--- src/rtl/reset_sequencer_pkg.sv ---
// rtl/reset_sequencer_pkg.sv - shared state encoding and board delay defaults for the reset sequencer
package reset_sequencer_pkg;

    typedef enum logic [1:0] {
        ST_HOLD     = 2'd0,
        ST_MEM_WAIT = 2'd1,
        ST_CPU_DLY  = 2'd2,
        ST_RUN      = 2'd3
    } seq_state_e;

    // Defaults for the 9K board (small PSRAM, quick init)
    localparam int BOARD_9K_SYNC_STAGES  = 2;
    localparam int BOARD_9K_PERIPH_DELAY = 16;
    localparam int BOARD_9K_MEM_TIMEOUT  = 65535;
    localparam int BOARD_9K_CPU_DELAY    = 8;
    localparam int BOARD_9K_CNT_W        = 16;

    // Defaults for the 20K board (SDRAM needs a longer power-up init)
    localparam int BOARD_20K_SYNC_STAGES  = 3;
    localparam int BOARD_20K_PERIPH_DELAY = 32;
    localparam int BOARD_20K_MEM_TIMEOUT  = 65535;
    localparam int BOARD_20K_CPU_DELAY    = 16;
    localparam int BOARD_20K_CNT_W        = 16;

endpackage

--- src/rtl/reset_sequencer_sync.sv ---
// rtl/reset_sequencer_sync.sv - async-assert, sync-deassert reset synchroniser, reusable per clock domain
module reset_synchronizer #(
    parameter int SYNC_STAGES = 2
) (
    input  logic clk,
    input  logic reset_n,
    output logic sync_reset_n
);

    logic [SYNC_STAGES-1:0] sync_q;

    always_ff @(posedge clk or negedge reset_n) begin
        if (!reset_n) begin
            sync_q <= '0;
        end else begin
            sync_q <= {sync_q[SYNC_STAGES-2:0], 1'b1};
        end
    end

    assign sync_reset_n = sync_q[SYNC_STAGES-1];

endmodule

--- src/rtl/reset_sequencer.sv ---
// rtl/reset_sequencer.sv - staged release of peripheral, memory and core resets with soft-reset restart
module reset_sequencer
    import reset_sequencer_pkg::*;
#(
    parameter int SYNC_STAGES  = 2,
    parameter int PERIPH_DELAY = 16,
    parameter int MEM_TIMEOUT  = 65535,
    parameter int CPU_DELAY    = 8,
    parameter int CNT_W        = 16
) (
    input  logic clk,
    input  logic reset_n,
    input  logic mem_init_done,
    input  logic soft_reset_req,
    output logic periph_reset_n,
    output logic mem_reset_n,
    output logic cpu_reset_n,
    output logic sys_ready,
    output logic mem_timeout
);

    localparam logic [CNT_W-1:0] PERIPH_LAST = CNT_W'(PERIPH_DELAY - 1);
    localparam logic [CNT_W-1:0] MEM_LAST    = CNT_W'(MEM_TIMEOUT - 1);
    localparam logic [CNT_W-1:0] CPU_LAST    = CNT_W'(CPU_DELAY - 1);
    localparam logic [CNT_W-1:0] CNT_ONE     = CNT_W'(1);

    logic             rst_int_n;
    seq_state_e       state;
    seq_state_e       state_nxt;
    logic [CNT_W-1:0] cnt;
    logic [CNT_W-1:0] cnt_nxt;
    logic             periph_nxt;
    logic             mem_nxt;
    logic             cpu_nxt;
    logic             ready_nxt;
    logic             timeout_nxt;

    reset_synchronizer #(
        .SYNC_STAGES (SYNC_STAGES)
    ) u_sync (
        .clk          (clk),
        .reset_n      (reset_n),
        .sync_reset_n (rst_int_n)
    );

    // rst_int_n clears asynchronously, so every output drops in the same instant reset_n falls
    always_ff @(posedge clk or negedge rst_int_n) begin
        if (!rst_int_n) begin
            state          <= ST_HOLD;
            cnt            <= '0;
            periph_reset_n <= 1'b0;
            mem_reset_n    <= 1'b0;
            cpu_reset_n    <= 1'b0;
            sys_ready      <= 1'b0;
            mem_timeout    <= 1'b0;
        end else begin
            state          <= state_nxt;
            cnt            <= cnt_nxt;
            periph_reset_n <= periph_nxt;
            mem_reset_n    <= mem_nxt;
            cpu_reset_n    <= cpu_nxt;
            sys_ready      <= ready_nxt;
            mem_timeout    <= timeout_nxt;
        end
    end

    always_comb begin
        state_nxt   = state;
        cnt_nxt     = cnt;
        periph_nxt  = periph_reset_n;
        mem_nxt     = mem_reset_n;
        cpu_nxt     = cpu_reset_n;
        ready_nxt   = sys_ready;
        timeout_nxt = mem_timeout;

        // mem_timeout survives a soft restart so software can still read why the last boot was slow
        if (soft_reset_req && (state != ST_HOLD)) begin
            state_nxt  = ST_HOLD;
            cnt_nxt    = '0;
            periph_nxt = 1'b0;
            mem_nxt    = 1'b0;
            cpu_nxt    = 1'b0;
            ready_nxt  = 1'b0;
        end else begin
            case (state)
                ST_HOLD: begin
                    if (cnt == PERIPH_LAST) begin
                        periph_nxt = 1'b1;
                        mem_nxt    = 1'b1;
                        cnt_nxt    = '0;
                        state_nxt  = ST_MEM_WAIT;
                    end else begin
                        cnt_nxt = cnt + CNT_ONE;
                    end
                end
                ST_MEM_WAIT: begin
                    // init done beats a timeout landing on the same cycle
                    if (mem_init_done) begin
                        cnt_nxt   = '0;
                        state_nxt = ST_CPU_DLY;
                    end else if (cnt == MEM_LAST) begin
                        timeout_nxt = 1'b1;
                        cnt_nxt     = '0;
                        state_nxt   = ST_CPU_DLY;
                    end else begin
                        cnt_nxt = cnt + CNT_ONE;
                    end
                end
                ST_CPU_DLY: begin
                    if (cnt == CPU_LAST) begin
                        cpu_nxt   = 1'b1;
                        ready_nxt = 1'b1;
                        cnt_nxt   = '0;
                        state_nxt = ST_RUN;
                    end else begin
                        cnt_nxt = cnt + CNT_ONE;
                    end
                end
                ST_RUN: begin
                end
                default: begin
                    state_nxt = ST_HOLD;
                    cnt_nxt   = '0;
                end
            endcase
        end
    end

endmodule

--- config.mk ---
export PLATFORM = sky130hd
export DESIGN_NAME = reset_sequencer
export DESIGN_NICKNAME = d
export VERILOG_FILES = /design/src/rtl/reset_sequencer_pkg.sv /design/src/rtl/reset_sequencer_sync.sv /design/src/rtl/reset_sequencer.sv
export SDC_FILE = /design/constraint.sdc
export NUM_CORES = 1
export LEC_CHECK = 0
export BUFFER_PORTS_ARGS = -buffer_cell sky130_fd_sc_hd__clkbuf_2
export CORE_MARGIN = 5
export CORE_UTILIZATION = 40
export CTS_CLUSTER_SIZE = 30
export DETAILED_ROUTE_END_ITERATION = 10
export PLACE_DENSITY_LB_ADDON = 0.25
export SYNTH_ARGS = -nofsm -noshare
export SYNTH_HDL_FRONTEND = slang
export SYNTH_SLANG_ARGS = --single-unit
--- constraint.sdc ---
create_clock -name clk -period 0.9 [get_ports clk]
set_clock_uncertainty 0.2 [all_clocks]
set_input_delay 0.09 -clock clk [delete_from_list [all_inputs] [get_ports clk]]
set_output_delay 0.09 -clock clk [all_outputs]
set_load 0.1 [all_outputs]
# Word-level counts from Yosys, hierarchy flattened
# Cells that the tools add are included.
[word_totals]
ff_bits = 23
input_bits = 4
[classes]
add_sub_neg = 1
n_eq_ne = 8
muxes = 18
bitwise_logic = 2
reduce_logical = 12
[ops]
columns = ["cell", "n"]
rows = [
  ["$mux W16", 5],
  ["$pmux W16 S3", 1],
  ["$add A16 B1 Y16 const B", 1],
  ["$eq A16 B16 Y1 const B", 1],
  ["$eq A16 B3 Y1 const B", 1],
  ["$eq A16 B4 Y1 const B", 1],
  ["$mux W2", 5],
  ["$reduce_bool A2 Y1", 5],
  ["$reduce_and A4 Y1", 2],
  ["$mux W1", 6],
  ["$ne A3 B3 Y1 const B", 2],
  ["$pmux W2 S3", 1],
  ["$ne A4 B4 Y1 const B", 1],
  ["$reduce_and A2 Y1", 2],
  ["$reduce_bool A4 Y1", 1],
  ["$eq A2 B1 Y1 const B", 1],
  ["$eq A2 B2 Y1 const B", 1],
  ["$logic_not A2 Y1", 1],
  ["$not A1 Y1", 2],
  ["$logic_and A1 B1 Y1", 1],
]

# Depth between registers and ports, before layout
[depth]
ltp_word = 5
depth_mapped = 9

# Hierarchy
# A second synthesis with hierarchy kept.
[unflattened]
cells_unflattened = 164
hier_area_um2 = 1478.9
[modules_own_cells]
columns = ["module", "n_inst", "cells_each", "area_per_inst_um2"]
rows = [
  ["reset_sequencer", 1, 161, 1425.1],
  ["reset_synchronizer", 1, 3, 53.8],
]

# Worst setup path before layout
# OpenSTA, ideal clock, no wires.
[synth_path]
kind = "register to register"
start = "register cnt[11]"
end = "register cnt[13]"
setup_time_ns = 0.118
t_arrival_ns = 2.096
required_time_ns = 0.582
slack_ns = -1.514
stages_incl_launch_ff = 7
n_path_buf = 0
cell_sequence = "dfrtp_1 > or4_4 > or4_4 > a21boi_4 > a21oi_4 > a21o_1 > a21o_1"
[synth_between]
elab_chain_len = 5
elab_cells_between_ends = 10
cone_classes = "1 x add/sub; 3 x eq/ne; 6 x mux"
[synth_lines]
columns = ["item", "line", "source"]
rows = [
  ["start, declared", "reset_sequencer.sv:30", "logic [CNT_W-1:0] cnt;"],
  ["start signal, assigned", "reset_sequencer.sv:58", "cnt <= cnt_nxt;"],
  ["$add A16 B1 Y16 / $eq A16 B16 Y1 (equally long branches)", "-", ""],
  ["$mux W16", "reset_sequencer.sv:101", "end else if (cnt == MEM_LAST) begin"],
  ["$mux W16", "reset_sequencer.sv:98", "if (mem_init_done) begin"],
  ["$pmux W16 S3 (*)", "reset_sequencer.sv:85", "case (state)"],
  ["$mux W16 (*)", "reset_sequencer.sv:77", "if (soft_reset_req && (state != ST_HOLD)) begin"],
]
# Mark *: on every way between the ends. The rest lies on a longest branch, timed or not.
# A chain may end at the register's enable or synchronous reset.

# Final worst setup path
[layout_path]
start = "register cnt[10]"
end = "register cnt[15]"
# The elaborated chain is that of the path after synthesis.

==> key figures <==
Clocking
  – Clock-pin slew on the worst setup and hold paths: between 0.1 and 0.15 ns
  – CTS max path bufs: 2
  – CTS sink cnt: 23
  – CTS tree: built
  – CTS Buf Count: 3
  – Worst-Skew Late Latency: 0.33 ns
  – Hold buffers post-CTS: 1
  – Root Buffer: clkbuf_4
  – H-tree lvl count: 1

Detailed routing
  – Wirelength, routed: between 3000 and 4000 µm
  – 1st-pass router iterations: 5
  – WL/cell: roughly 15 µm
  – Initial DRC count: 76
  – DRT antenna net count: 0
  – Via/cell ratio: 5.43
  – # DRC: 0
  – Vias: 1380

Synth
  – Most common cell in the synthesized netlist: dfrtp_1
  – Sequential-to-total area share from yosys stat: 0.426
  – Post-synth top area cell: dfrtp_1
  – Mapped Area: 1350 µm²
  – Synth area leaders: dfrtp_1, ha_1, nor2_1
  – Synthesized area per cell: 9.32 µm²
  – Async set-or-reset flop fraction in the synthesized netlist: 1.00
  – EDFF count, synth: 0
  – Commonest cells in the synthesized netlist: dfrtp_1, nor2_1, nand2_1
  – Primary FF master, synth: dfrtp_1
  – Seq cells post-synth: 23
  – Warnings, synthesis: 0
  – Synth top area share: 0.426
  – Unique masters post-synth: 42
  – Syn nets: approximately 150
  – Post-Syn Instances: 145

Die
  – I/O Pins: 9
  – Die Span Y: 68.1 µm
  – # rows: 21
  – Die area: 4640 µm²
  – Chip width: ~68 µm
  – Core area: 3310 µm²
  – Initial Util: 0.408

Worst setup path
  – CP max-delay cell: or4_4
  – Maximum fanout along the worst path: 8
  – Crit path buf inv count: 0
  – Critical Path Sink: cnt[15]
  – Reg2reg setup slack: -1.57 ns
  – Reg2Reg Depth: 6
  – Delay-heaviest family, CP: simple AND/OR/NAND/NOR gates
  – Crit path top cell by count: or4_4
  – Startpoint Class: flop
  – Critical Path, Cell by Cell: or4_4 > or4_4 > a21boi_4 > a21o_4 > o21ai_2 > a22o_1
  – Max incr delay on CP: 0.58 ns
  – Reg-to-reg startpoint: cnt[10]
  – CP endpoint kind: flop
  – Crit path depth: 6
  – Data required, critical path: 0.94 ns
  – Setup CP Type: reg -> reg
  – CP Data Arrival Time: 2.51 ns
  – Reg-to-reg endpoint: cnt[15]
  – CP startpoint: cnt[10]

Power
  – Sw frac: 0.415
  – Net Sw Power: between 1.5 and 2 mW
  – Gate power share: 0.637
  – Leakage: 0.969 nW
  – Part of the power in registers: 0.253
  – VDD IR-drop max: approximately 1.2 mV
  – P per Cell Area: 2210 nW/µm²
  – Clock network power share: 0.110
  – Internal power: 2.75 mW

GRT
  – Tot GR Track Use: 0.173
  – Total global routing overflow: 0
  – Number of global-route vias before repair: 1327
  – Largest net degree at the start of global routing: 22
  – Initial antenna violation count: 0
  – First-pass GRT wire length: 5960 µm

Final layout
  – Layout Utilization: 0.644
  – Final Net Count: 218
  – Antenna diodes: 0
  – Multi-input gate area: 876 µm²
  – FF+latch area: 587 µm²
  – Area Overhead vs Synth: 57.8%
  – Final-layout fill cell count: 271
  – Share of cells above drive strength 1: 0.481

STA
  – Period utilisation layout: 2.74
  – RSZ-0062 raised after global routing: true
  – Slew Viols, Final: 0
  – Setup ws final: -1.57 ns
  – TNS Setup: -31.27 ns
  – Max-slew headroom: 0.666
  – Hold WS: -0.144 ns
  – Highest Clock Rate: just over 400 MHz
  – Worst-Margin Slew: 0.501 ns
  – Final setup viols: 26
  – Final Hold Fails: 4
  – Period minus WS final: between 2 and 2.5 ns

Place
  – Routability Congestion: 0.864
  – Final HPWL DP: 2610 µm
  – PortBufs: 8

Outcome
  – Violations in the final reports: negative hold slack, negative setup slack
  – Status: finished, violations left

Run
  – Maximum capacitance violations: 0

Min path
  – Worst min-delay path class: in -> async
==> metrics by stage <==
| step | instances | area (µm²) | hold slack (ns) | power (mW) | setup slack, ns |
|---|---|---|---|---|---|
| finish | 254 | 2130 | -0.144 | 4.70 | -1.57 |
| global route | 254 | 2130 | -0.145 | 4.97 | -1.61 |
| CTS | 250 | 1990 | -0.140 | 4.37 | -1.52 |
| detailed placement | 243 | 1900 | -0.319 | 3.74 | -1.52 |
| global placement | 243 | 1900 | -0.324 | 3.65 | -1.47 |
| floorplan | 145 | 1410 | -0.406 | 2.81 | -1.46 |
==> area by class of cell <==
cell class | count | area share
Tap cell | 46 | 0.0270
Clock inverter | 1 | 0.00235
Sequential cell | 23 | 0.275
Inverter | 7 | 0.0123
Multi-Input combinational cell | 112 | 0.411
Clock buffer | 3 | 0.0106
Timing Repair Buffer | 62 | 0.262
==> state kept, by name, indices dropped and copies added, names as in the netlist <==
register and count:
u_sync.sync_q 2, sys_ready 1, state 2, mem_timeout 1
mem_reset_n 1, cnt 16
==> metal layers <==
layer,vias to the layer above,GRT usage,part of all wire
met2,33,0.297,0.53
met5,-,0,0
met1,692,0.203,0.41
met3,9,0.0279,0.029
met4,0,0.0968,0.027
li1,646,-,-
==> worst min-delay path by stage <==
stage	cells past startpoint	start	endpoint
6_report	2	reset_n	u_sync.sync_q[0]
3_3_place_gp	1	reset_n	u_sync.sync_q[0]
5_1_grt	2	reset_n	u_sync.sync_q[1]
3_5_place_dp	1	reset_n	u_sync.sync_q[1]
4_1_cts	2	reset_n	u_sync.sync_q[0]
2_1_floorplan	0	reset_n	u_sync.sync_q[0]
==> power by group through the flow <==
stage | Sequential (mW) | Clock [mW] | Combinational (mW)
3_3_place_gp | 1.21 | 0 | 2.44
5_1_grt | 1.20 | 0.574 | 3.20
4_1_cts | 1.19 | 0.525 | 2.65
6_report | 1.19 | 0.517 | 3.00
3_5_place_dp | 1.21 | 0 | 2.53
2_1_floorplan | 1.26 | 0 | 1.55
==> kinds of logic (layout without fill, tap and decap cells) <==
family | after synthesis | count (layout) | share of synthesized area
and+or+nand+nor | 66 | 66 | 0.264
AOI/OAI and AO/OA | 33 | 33 | 0.181
DFF | 23 | 23 | 0.426
buffers and inverters | 10 | 73 | 0.0333
adders and majority gates | 5 | 5 | 0.0463
xor gates and xnor gates | 5 | 5 | 0.0324
muxes | 2 | 2 | 0.0148
other | 1 | 1 | 0.00278
==> what timing repair did <==
| action | in CTS | in global routing |
|---|---|---|
| setup endpoints to repair | 26 | 26 |
| resized for setup | 11 | 23 |
| pin swaps | 6 | 15 |
| endpoints found under the hold margin | 5 | 4 |
| buffers inserted | 2 | 4 |
| cloned | 0 | 0 |
==> layout by cell type, fill, tap and decap left out, types with 2 or more instances in the layout <==
cell type,count
or4_4,4
or3_1,4
nor2_1,7
dfrtp_1,20
o21ai_1,6
a21o_1,3
xor2_1,3
nor2_4,3
xnor2_1,2
a31oi_1,3
inv_1,7
buf_4,46
nor3_1,3
nand3_1,7
a21oi_1,5
ha_2,2
nand4_1,4
nand2_1,13
nor2_2,4
clkbuf_4,3
buf_12,6
or2b_1,2
buf_6,6
ha_1,3
dfrtp_4,3
clkbuf_2,3
nor4_4,2
o21ai_2,4
mux2i_1,2
No activity file was read; power rests on OpenSTA's default activity.
